==> config.mk <==
export PLATFORM = sky130hd
export DESIGN_NAME = dmem_arbiter
export DESIGN_NICKNAME = d
export VERILOG_FILES = /design/src/rtl/dearv_pkg.sv /design/src/rtl/dmem_arb_rr.sv /design/src/rtl/dmem_arbiter.sv
export SDC_FILE = /design/constraint.sdc
export NUM_CORES = 1
export LEC_CHECK = 0
export ABC_AREA = 1
export CORE_AREA = 2 2 171 173
export CTS_BUF_LIST = sky130_fd_sc_hd__clkbuf_8
export DETAILED_ROUTE_END_ITERATION = 16
export DIE_AREA = 0 0 173 175
export PLACE_DENSITY = 0.42
export SETUP_SLACK_MARGIN = 0.02
export SLEW_MARGIN = 10
export SYNTH_ARGS = -nofsm -noshare
export SYNTH_HDL_FRONTEND = slang
export SYNTH_HIERARCHICAL = 1
export SYNTH_SLANG_ARGS = --single-unit
==> constraint.sdc <==
create_clock -name clk -period 3 [get_ports clk]
set_clock_uncertainty 0.1 [all_clocks]
set_input_delay 0.45 -clock clk [delete_from_list [all_inputs] [get_ports clk]]
set_output_delay 0.45 -clock clk [all_outputs]
set_load 0.1 [all_outputs]
==> src/rtl/dearv_pkg.sv <==
// Purpose: shared encodings for the dmem arbiter (FSM states, owner codes, size codes, rw polarity).
// Latency: n/a (types and constants only).
// Backpressure: n/a.
package dearv_pkg;

    // Ownership FSM. The encoding is chosen so that the owner code equals the state value.
    typedef enum logic [1:0] {
        IDLE = 2'd0,
        OWN0 = 2'd1,
        OWN1 = 2'd2
    } arb_state_t;

    localparam logic [1:0] OWNER_NONE = 2'b00;
    localparam logic [1:0] OWNER_M0   = 2'b01;
    localparam logic [1:0] OWNER_M1   = 2'b10;

    // Access size codes carried on m*_word / mem_word (decoded by dmem, not here).
    localparam logic [1:0] WORD_BYTE  = 2'b00;
    localparam logic [1:0] WORD_HALF  = 2'b01;
    localparam logic [1:0] WORD_WORD  = 2'b10;
    localparam logic [1:0] WORD_DWORD = 2'b11;

    localparam logic RW_WRITE = 1'b1;

    // Master select used for pick/last: 0 = m0, 1 = m1.
    localparam logic SEL_M0 = 1'b0;
    localparam logic SEL_M1 = 1'b1;

    function automatic logic [1:0] owner_of(arb_state_t s);
        case (s)
            OWN0:    owner_of = OWNER_M0;
            OWN1:    owner_of = OWNER_M1;
            default: owner_of = OWNER_NONE;
        endcase
    endfunction

endpackage

==> src/rtl/dmem_arb_rr.sv <==
// Purpose: 2-way round-robin picker; on a tie the master that was not served last wins.
// Latency: purely combinational.
// Backpressure: none; the caller decides when to act on pick/valid.
//
// Ports: req0/req1 - requests, last - last served master (SEL_M0/SEL_M1),
//        pick - chosen master (SEL_M0/SEL_M1), valid - at least one request present.
module dmem_arb_rr
    import dearv_pkg::*;
(
    input  logic req0,
    input  logic req1,
    input  logic last,
    output logic pick,
    output logic valid
);

    always_comb begin
        valid = req0 | req1;
        if (req0 && req1) begin
            pick = (last == SEL_M0) ? SEL_M1 : SEL_M0;
        end else begin
            pick = req1 ? SEL_M1 : SEL_M0;
        end
    end

endmodule

==> src/rtl/dmem_arbiter.sv <==
// Purpose: shares the single dmem port between m0 (CPU data path) and m1 (loader/DMA/debug), round-robin with optional lock.
// Latency: request seen in IDLE is acked the next cycle; while a master owns the port its requests are acked the same cycle.
// Backpressure: a request is held with its fields until m*_ack; a non-owner simply waits (ack stays 0).
//
// Ports: clk, rst (async, active low); m0_*/m1_* request channels (req, lock, addr, rw, word, wdata -> ack, rdata);
//        mem_* dmem port (sel, addr, rw, word, wdata out; rdata in, combinational); owner (00 none/01 m0/10 m1);
//        lock_ovf one-cycle pulse when a lock is broken after MAX_HOLD consecutive accesses.
// Optional build macro DMEM_ARB_STATS_EN adds stats_clr input and grant_cnt0/grant_cnt1/wait_cnt1 outputs.
module dmem_arbiter
    import dearv_pkg::*;
#(
    parameter int AW       = 12,
    parameter int DW       = 64,
    parameter int MAX_HOLD = 8
) (
    input  logic          clk,
    input  logic          rst,

    input  logic          m0_req,
    input  logic          m0_lock,
    input  logic [AW-1:0] m0_addr,
    input  logic          m0_rw,
    input  logic [1:0]    m0_word,
    input  logic [DW-1:0] m0_wdata,
    output logic          m0_ack,
    output logic [DW-1:0] m0_rdata,

    input  logic          m1_req,
    input  logic          m1_lock,
    input  logic [AW-1:0] m1_addr,
    input  logic          m1_rw,
    input  logic [1:0]    m1_word,
    input  logic [DW-1:0] m1_wdata,
    output logic          m1_ack,
    output logic [DW-1:0] m1_rdata,

    output logic          mem_sel,
    output logic [AW-1:0] mem_addr,
    output logic          mem_rw,
    output logic [1:0]    mem_word,
    output logic [DW-1:0] mem_wdata,
    input  logic [DW-1:0] mem_rdata,

    output logic [1:0]    owner,
    output logic          lock_ovf
`ifdef DMEM_ARB_STATS_EN
    ,
    input  logic          stats_clr,
    output logic [31:0]   grant_cnt0,
    output logic [31:0]   grant_cnt1,
    output logic [31:0]   wait_cnt1
`endif
);

    localparam logic [7:0] HOLD_LIM = 8'(MAX_HOLD - 1);

    arb_state_t state;
    logic       last;
    logic [7:0] hold_cnt;

    logic       rr_pick;
    logic       rr_valid;

    // "x" is the current owner, "y" the other master (x defaults to m0 in IDLE, unused there).
    logic       x_req;
    logic       x_lock;
    logic       x_sel;
    logic       y_req;
    arb_state_t y_state;

    dmem_arb_rr u_rr (
        .req0  (m0_req),
        .req1  (m1_req),
        .last  (last),
        .pick  (rr_pick),
        .valid (rr_valid)
    );

    always_comb begin
        if (state == OWN1) begin
            x_req   = m1_req;
            x_lock  = m1_lock;
            x_sel   = SEL_M1;
            y_req   = m0_req;
            y_state = OWN0;
        end else begin
            x_req   = m0_req;
            x_lock  = m0_lock;
            x_sel   = SEL_M0;
            y_req   = m1_req;
            y_state = OWN1;
        end
    end

    // Port mux is combinational on the registered state, so an async reset
    // removes ack/sel/rw in the same cycle and no write can complete.
    always_comb begin
        m0_ack    = (state == OWN0) && m0_req;
        m1_ack    = (state == OWN1) && m1_req;
        mem_sel   = m0_ack | m1_ack;
        mem_addr  = '0;
        mem_word  = '0;
        mem_wdata = '0;
        mem_rw    = 1'b0;
        if (state == OWN0) begin
            mem_addr  = m0_addr;
            mem_word  = m0_word;
            mem_wdata = m0_wdata;
            mem_rw    = m0_ack && (m0_rw == RW_WRITE);
        end else if (state == OWN1) begin
            mem_addr  = m1_addr;
            mem_word  = m1_word;
            mem_wdata = m1_wdata;
            mem_rw    = m1_ack && (m1_rw == RW_WRITE);
        end
        m0_rdata = m0_ack ? mem_rdata : '0;
        m1_rdata = m1_ack ? mem_rdata : '0;
    end

    assign owner = owner_of(state);

    always_ff @(posedge clk or negedge rst) begin
        if (!rst) begin
            state    <= IDLE;
            last     <= SEL_M1;      // m0 wins the first tie
            hold_cnt <= '0;
            lock_ovf <= 1'b0;
        end else begin
            lock_ovf <= 1'b0;
            case (state)
                IDLE: begin
                    hold_cnt <= '0;
                    if (rr_valid) begin
                        state <= (rr_pick == SEL_M1) ? OWN1 : OWN0;
                    end
                end
                OWN0, OWN1: begin
                    if (!x_req) begin
                        // Owner did not use its grant: hand over or fall back to IDLE.
                        hold_cnt <= '0;
                        state    <= y_req ? y_state : IDLE;
                    end else begin
                        last <= x_sel;
                        if (!y_req) begin
                            hold_cnt <= '0;
                        end else if (!x_lock) begin
                            hold_cnt <= '0;
                            state    <= y_state;
                        end else if (hold_cnt >= HOLD_LIM) begin
                            // Lock held too long against a waiting master: force the switch.
                            hold_cnt <= '0;
                            state    <= y_state;
                            lock_ovf <= 1'b1;
                        end else if (hold_cnt != 8'hFF) begin
                            hold_cnt <= hold_cnt + 8'd1;
                        end
                    end
                end
                default: begin
                    state    <= IDLE;
                    hold_cnt <= '0;
                end
            endcase
        end
    end

`ifdef DMEM_ARB_STATS_EN
    always_ff @(posedge clk or negedge rst) begin
        if (!rst) begin
            grant_cnt0 <= '0;
            grant_cnt1 <= '0;
            wait_cnt1  <= '0;
        end else if (stats_clr) begin
            grant_cnt0 <= '0;
            grant_cnt1 <= '0;
            wait_cnt1  <= '0;
        end else begin
            grant_cnt0 <= grant_cnt0 + 32'(m0_ack);
            grant_cnt1 <= grant_cnt1 + 32'(m1_ack);
            wait_cnt1  <= wait_cnt1 + 32'(m1_req && !m1_ack);
        end
    end
`endif

endmodule

==> results of run 1 <==
[synthesized netlist by cell type, drive strengths merged]
| library cell | instances |
|---|---|
| clkbuf | 14 |
| and3 | 1 |
| o21ai | 3 |
| nand2 | 182 |
| conb | 1 |
| inv | 81 |
| a21oi | 3 |
| ha | 5 |
| dfrtp | 11 |
| or2 | 1 |
| nor2 | 139 |
| dfstp | 1 |
| buf | 27 |
| nand3 | 85 |
| o21a | 1 |
| a32o | 1 |
[per-stage QoR]
| step | instance area [µm²] | std cells | setup TNS (ns) | hold slack, ns | power, mW |
|---|---|---|---|---|---|
| 6_report | 10050 | 1357 | 0 | 0.3616 | 10.74 |
| 5_1_grt | 10050 | 1357 | 0 | 0.3952 | 11.08 |
| 4_1_cts | 10050 | 1357 | 0 | 0.3615 | 10.84 |
| 3_5_place_dp | 9991 | 1353 | 0 | 0.3542 | 10.65 |
| 3_3_place_gp | 9991 | 1353 | 0 | 0.3555 | 10.66 |
| 2_1_floorplan | 3018 | 559 | -3.781 | 0.05441 | 6.641 |
[worst register-to-register path: cells and delay by family, from the launching register on]
kind	cells	cell delay, ns
buf+inv	3	0.48
flops	1	0.41
simple gates	6	0.63
fa+ha+maj	1	0.18
[metal layers]
layer / up-vias / GRT usage / routed length [µm]
met1: 2120 / 0.1466 / 8046
li1: 2476 / - / -
met5: - / 0 / 0
met4: 0 / 0.008828 / 78
met2: 154 / 0.2662 / 12220
met3: 4 / 0.01958 / 967
[worst paths after layout]
path | from | endpoint | slack, ns | cells after the start
max | state[1]$_DFFE_PN0P_ | m0_rdata[42] | 0.27 | 6
min | hold_cnt[0]$_DFFE_PN0P_ | hold_cnt[0]$_DFFE_PN0P_ | 0.36 | 1
max reg2reg | state[0]$_DFFE_PN0P_ | hold_cnt[0]$_DFFE_PN0P_ | 1.14 | 10
min reg2reg | hold_cnt[0]$_DFFE_PN0P_ | hold_cnt[0]$_DFFE_PN0P_ | 0.36 | 1
max in group asynchronous | rst | last$_DFFE_PN1P_ | 1.98 | 1
min in group asynchronous | rst | hold_cnt[4]$_DFFE_PN0P_ | 0.46 | 1
[area by class of cell]
cell class / count / area share
repair buffers: 451 / 0.6663
multi-input cells: 425 / 0.2201
clock buffers: 4 / 0.005480
inverters: 81 / 0.03027
flip-flops and latches: 12 / 0.03002
well taps: 384 / 0.04783
[kinds of logic (layout without fill, tap and decap cells)]
| family | count (synthesis) | in the layout | synth area share |
|---|---|---|---|
| DFF | 12 | 12 | 0.1149 |
| other | 1 | 4 | 0.001429 |
| and+or+nand+nor | 408 | 408 | 0.6382 |
| AOI/OAI and AO/OA | 8 | 8 | 0.01954 |
| adders and majority gates | 5 | 5 | 0.02383 |
| buffers and inverters | 122 | 536 | 0.2021 |
[flip-flops by register name, indices dropped and copies added (netlist names)]
| signal | cells |
|---|---|
| state | 2 |
| last | 1 |
| lock_ovf | 1 |
| hold_cnt | 8 |
[power groups by stage]
stage                     logic, mW  registers [mW]  clock network (mW)
final                          10.4           0.208               0.170
after global routing           10.7           0.212               0.187
after CTS                      10.5           0.209               0.176
after detailed placement       10.4           0.211                   0
after global placement         10.4           0.211                   0
after floorplan                6.41           0.229                   0
==> metrics, run 1 <==
top cells by area, synth nand2_1, nor2_1, nand3_1; Flop pwr share 0.019; headroom to the max-slew limit 0.6499; combinational power share 0.965; die width 173 µm; Finished Core Util 0.3538; largest net degree at the start of global routing 71; crit-path max cell delay 0.42 ns; Initial Utilization 0.09246; CP Max Fanout 36; Detailed Route WL 21.31 mm; total gr overflow 0; Worst-Margin Slew 0.5235 ns; P&R area growth vs syn 282.7%; area of the multi-input gates 2211 µm²; Core Rows 62; 1st-iter DRT viols 214; CTS Hold Bufs 0; critical path arrival 2.18 ns; fin. max-slew vios 0; total track usage 0.1306; Min-Delay Path Class reg -> reg; Mapped Area 2625 µm²; TritonCTS clock tree built; first-pass GRT wire length 30.65 mm; Layout fillers 2891; Hold Fails Final Rpt 0; Psw 7.106 mW; crit path max-delay cell type dfrtp_1; die height 175 µm; clk sinks 12; Lkg Pwr 4.475 nW; worst vdd ir 621.1 µV; drt pass-1 iters 4; Worst Path Buf+Inv 3; CP endpoint kind output port; RSZ-0062 raised after global routing no; post-synth top area share 0.2545; io pins 441; Cell Pwr Density 1069 nW/µm²; H-tree Lvls 1; commonest non-fill, non-tap cells in the layout clkdlybuf4s50_1, buf_12, nand2_1; Fmax achieved 0.3659 GHz; CTS Root Cell clkbuf_8; worst setup margin 0.2668 ns; Gate Count Post-Synth 556; Die ar. 30280 µm²; wire per inst 15.70 µm; initial antenna violation count 0; syn avg cell area 4.721 µm²; status finished clean; ANT cells 0; Req. time, crit path 2.45 ns; synth warn 6; # Post-CTS Setup Buffers 0; commonest non-fill, non-tap cell in the layout clkdlybuf4s50_1; Netlist cell types 24; Post-CTS Resized 0; core area 28390 µm²; drt via density 3.503; CP delay by family, top buffers and inverters; DR DRC count 0; post-synthesis register bit count 12; Clk pwr share 0.016; antenna-violating nets left 0; period utilization 0.9111; vias in the first global route 4699; Placer Congestion 0.8178; share of cells above drive strength 1 0.3587; NumNets Final 1207; Sw Ratio 0.6615; worst skew pair latency 0.23 ns; most used cell, CP buf_12; final-report setup violation count 0; Reg clk slew, reported paths 0.05 ns; sequential fraction of the synthesis area 0.1149; register area 301.5 µm²; Startpoint Class register; vias 4754; Tmin final 2.733 ns; Setup CP Type reg -> out; internal power 3.637 mW; largest area contributor in the netlist nand2_1; Port Buffers 440; CTS Buf Count 3; maxcap violations 0; worst slack, placed 0.4255 ns; crit-path cells inv_1 > ha_2 > nand2_4 > buf_12 > nor2_2 > buf_12; Detailed Place HPWL 18.29 mm; Max clock buf depth 2
Note: power is estimated with default switching activity, not from simulation.
==> run 2: changes to the inputs <==
--- a/config.mk
+++ b/config.mk
@@ -5,12 +5,12 @@
 export SDC_FILE = /design/constraint.sdc
 export NUM_CORES = 1
 export LEC_CHECK = 0
-export ABC_AREA = 1
-export CORE_AREA = 2 2 171 173
+export ABC_AREA = 0
+export CORE_AREA = 2 2 172 174
 export CTS_BUF_LIST = sky130_fd_sc_hd__clkbuf_8
 export DETAILED_ROUTE_END_ITERATION = 16
-export DIE_AREA = 0 0 173 175
-export PLACE_DENSITY = 0.42
+export DIE_AREA = 0 0 174 176
+export PLACE_DENSITY = 0.41
 export SETUP_SLACK_MARGIN = 0.02
 export SLEW_MARGIN = 10
 export SYNTH_ARGS = -nofsm -noshare
==> constraint.sdc (replaced) <==
create_clock -name clk -period 2.7 [get_ports clk]
set_clock_uncertainty 0.1 [all_clocks]
set_input_delay 0.405 -clock clk [delete_from_list [all_inputs] [get_ports clk]]
set_output_delay 0.405 -clock clk [all_outputs]
set_load 0.1 [all_outputs]
==> metrics, run 2 <==
Worst R2R Start state[0]$_DFFE_PN0P_; CP Max Fanout 78 (+120%); TritonCTS clock tree built; ANT cells 0 (unchanged); DR DRC count 0 (unchanged); CTS Buf Count 3 (unchanged); sequential fraction of the synthesis area 0.1296 (+0.01477); Hold Fails Final Rpt 0 (unchanged); Detailed Place HPWL 17.81 mm (-2.6%); drt via density 3.714 (+6.0%); Layout fillers 2911 (+0.69%); Placement Cell Area 9497 µm² (-4.9%); length in cells of the worst reg-to-reg path 7 (-3); Core Rows 62 (unchanged); die width 174 µm (+0.58%); core area 28550 µm² (+0.55%); crit-path max cell delay 0.43 ns (about the same); Detailed Route WL 21.56 mm (+1.2%); H-tree Lvls 1 (unchanged); first-pass GRT wire length 30.42 mm (-0.74%); crit path max-delay cell type dfrtp_1; Tmin final 2.475 ns; post-route cell area 9552 µm² (-4.9%); Psw 7.725 mW (+8.7%); Reg clk slew, reported paths 0.05 ns (about the same); die height 176 µm (+0.57%); RSZ-0062 raised after global routing no; CTS Root Cell clkbuf_8; most used cell, CP buf_12; syn avg cell area 7.337 µm² (+55%); max FFs per register 8 (unchanged); # Post-CTS Setup Buffers 0 (unchanged); maxcap violations 0 (unchanged); Req. time, crit path 2.19 ns (-0.26 ns); final-report setup violation count 0 (unchanged); Lkg Pwr 4.132 nW (-7.7%); Clk pwr share 0.016 (about the same); Hold EP hold_cnt[0]$_DFFE_PN0P_; fin. max-slew vios 0 (unchanged); Setup TNS Final 0 ns (unchanged); worst slack, placed 0.4714 ns (+0.04584 ns); Netlist cell types 34 (+42%); Hold Path Stages 1 (unchanged); worst reg2reg setup slack 0.63 ns (-0.51 ns); Biggest register hold_cnt; dpl cells 1106 (-18%); share of cells above drive strength 1 0.5262 (+0.1675); CP delay by family, top buffers and inverters; clk sinks 12 (unchanged); Port Buffers 440 (unchanged); worst skew pair latency 0.23 ns (about the same); post-synthesis register bit count 12 (unchanged); Total Power 12.15 mW (+13%); number of synthesized flops with an enable pin 0 (unchanged); Die ar. 30620 µm² (+1.2%); vias 4122 (-13%); Initial Utilization 0.08148 (-0.01098); combinational power share 0.965 (about the same); Worst Path Buf+Inv 3 (unchanged); Synth top cells by count and3_1, a22o_1, clkbuf_1; Largest regs hold_cnt x8, state x2; P&R area growth vs syn 310.7%; Cell Pwr Density 1272 nW/µm² (+19%); Post-CTS Resized 0 (unchanged); Placer Congestion 0.7255 (-11%); NumNets Final 960 (-20%); Setup CP Type reg -> out; asr flop ratio synth 1.000 (unchanged); largest net degree at the start of global routing 79 (+11%); met3 WL 1.318 mm (+36%); commonest non-fill, non-tap cells in the layout clkdlybuf4s50_1, buf_12, a22o_2; critical path arrival 1.97 ns (-0.21 ns); Max Used Layer met5; Startpoint Class register; worst hold start hold_cnt[0]$_DFFE_PN0P_; Max clock buf depth 2 (unchanged); reg-to-reg endpoint state[0]$_DFFE_PN0P_; initial antenna violation count 1 (+1); count leader, synth and3_1; Sw Ratio 0.6359 (-0.02559); routed wl met2 11.85 mm (-3.0%); wire per inst 19.43 µm (+24%); Min-Delay Path Class reg -> reg; internal power 4.424 mW (+22%); Worst-Margin Slew 0.5121 ns (-0.01134 ns); Flop pwr share 0.020 (about the same); headroom to the max-slew limit 0.6575 (+0.007586); met1 wire length 8.159 mm (+1.4%); antenna-violating nets left 0 (unchanged); top cells by area, synth and3_1, a22o_1, dfrtp_1; vias in the first global route 4213 (-10%); worst setup margin 0.2251 ns (-0.04171 ns); crit-path cells inv_1 > ha_2 > nor2b_4 > buf_12 > a22o_2 > buf_12; io pins 441 (unchanged); CTS Hold Bufs 0 (unchanged); Layout Cells excl Fill 1110 (-18%); CP endpoint kind output port; Fmax achieved 0.4041 GHz; Top FF cell, synth dfrtp_1; post-synth top area share 0.3443 (+0.08974); commonest non-fill, non-tap cell in the layout clkdlybuf4s50_1; 1st-iter DRT viols 148 (-31%); worst vdd ir 415.9 µV (-33%); total track usage 0.1291 (-0.001486); Mapped Area 2326 µm² (-11%); synth warn 6 (unchanged); largest area contributor in the netlist and3_1; status finished clean; period utilization 0.9166; Gate Count Post-Synth 317 (-43%); drt pass-1 iters 4 (unchanged); total gr overflow 0 (unchanged)
-- run 2: cell count changes after synthesis, sizes merged, moves of 2 or more --
cell and delta:
nor2 -131, nand2b +2, buf -18, and3 +127, nand2 -180, inv -77, a22o +78, clkbuf +27
nand4 +2, nor2b +2, and2 +2, mux2 +3, nand3 -84
-- run 2: cell type report --
class / instances / area, µm² / area share
clock buffer: 4 / 55.05 / 0.005764
inverter: 4 / 15.01 / 0.001572
multi-input combinational: 254 / 2033 / 0.2129
sequential: 12 / 301.5 / 0.03157
tap: 384 / 480.5 / 0.05030
timing repair buffer: 452 / 6666 / 0.6979
-- run 2: layer usage --
metal | vias to the layer above | track usage
met4 | 2 | 0.01506
met5 | - | 0
li1 | 2029 | -
met2 | 171 | 0.2463
met1 | 1906 | 0.1513
met3 | 14 | 0.02778
-- run 2: kinds of logic after synthesis --
logic type	count (synthesis)	share of synthesized area
AND/OR/NAND/NOR	152	0.4013
multiplexers	3	0.01452
other	1	0.001612
AO/OA/AOI/OAI	90	0.3292
buffers and inverters	54	0.09682
adder cells (fa/ha/maj)	5	0.02690
flip-flops	12	0.1296
-- run 2: worst max-delay path by stage --
stage	from	slack, ns	cells past startpoint	end
5_1_grt	state[0]$_DFFE_PN0P_	0.1	6	mem_addr[2]
3_5_place_dp	state[0]$_DFFE_PN0P_	0.47	6	mem_addr[5]
2_1_floorplan	state[1]$_DFFE_PN0P_	-0.06	6	m0_rdata[2]
6_report	state[0]$_DFFE_PN0P_	0.23	6	mem_wdata[48]
4_1_cts	state[0]$_DFFE_PN0P_	0.21	6	mem_addr[5]
3_3_place_gp	state[0]$_DFFE_PN0P_	0.46	6	mem_addr[5]
-- run 2: power groups by stage --
stage / Clock, mW / Sequential [mW] / Combinational (mW)
3_5_place_dp: 0 / 0.241 / 11.8
4_1_cts: 0.196 / 0.239 / 11.8
5_1_grt: 0.215 / 0.242 / 12.0
3_3_place_gp: 0 / 0.242 / 11.8
2_1_floorplan: 0 / 0.248 / 7.29
6_report: 0.189 / 0.238 / 11.7
-- run 2: per-stage QoR --
step,util,hold slack (ns)
after floorplan,-,0.009409
after global placement,0.3327,0.3527
after detailed placement,0.3327,0.3682
after CTS,0.3346,0.3751
after global routing,0.3346,0.3863
final,0.3346,0.3718
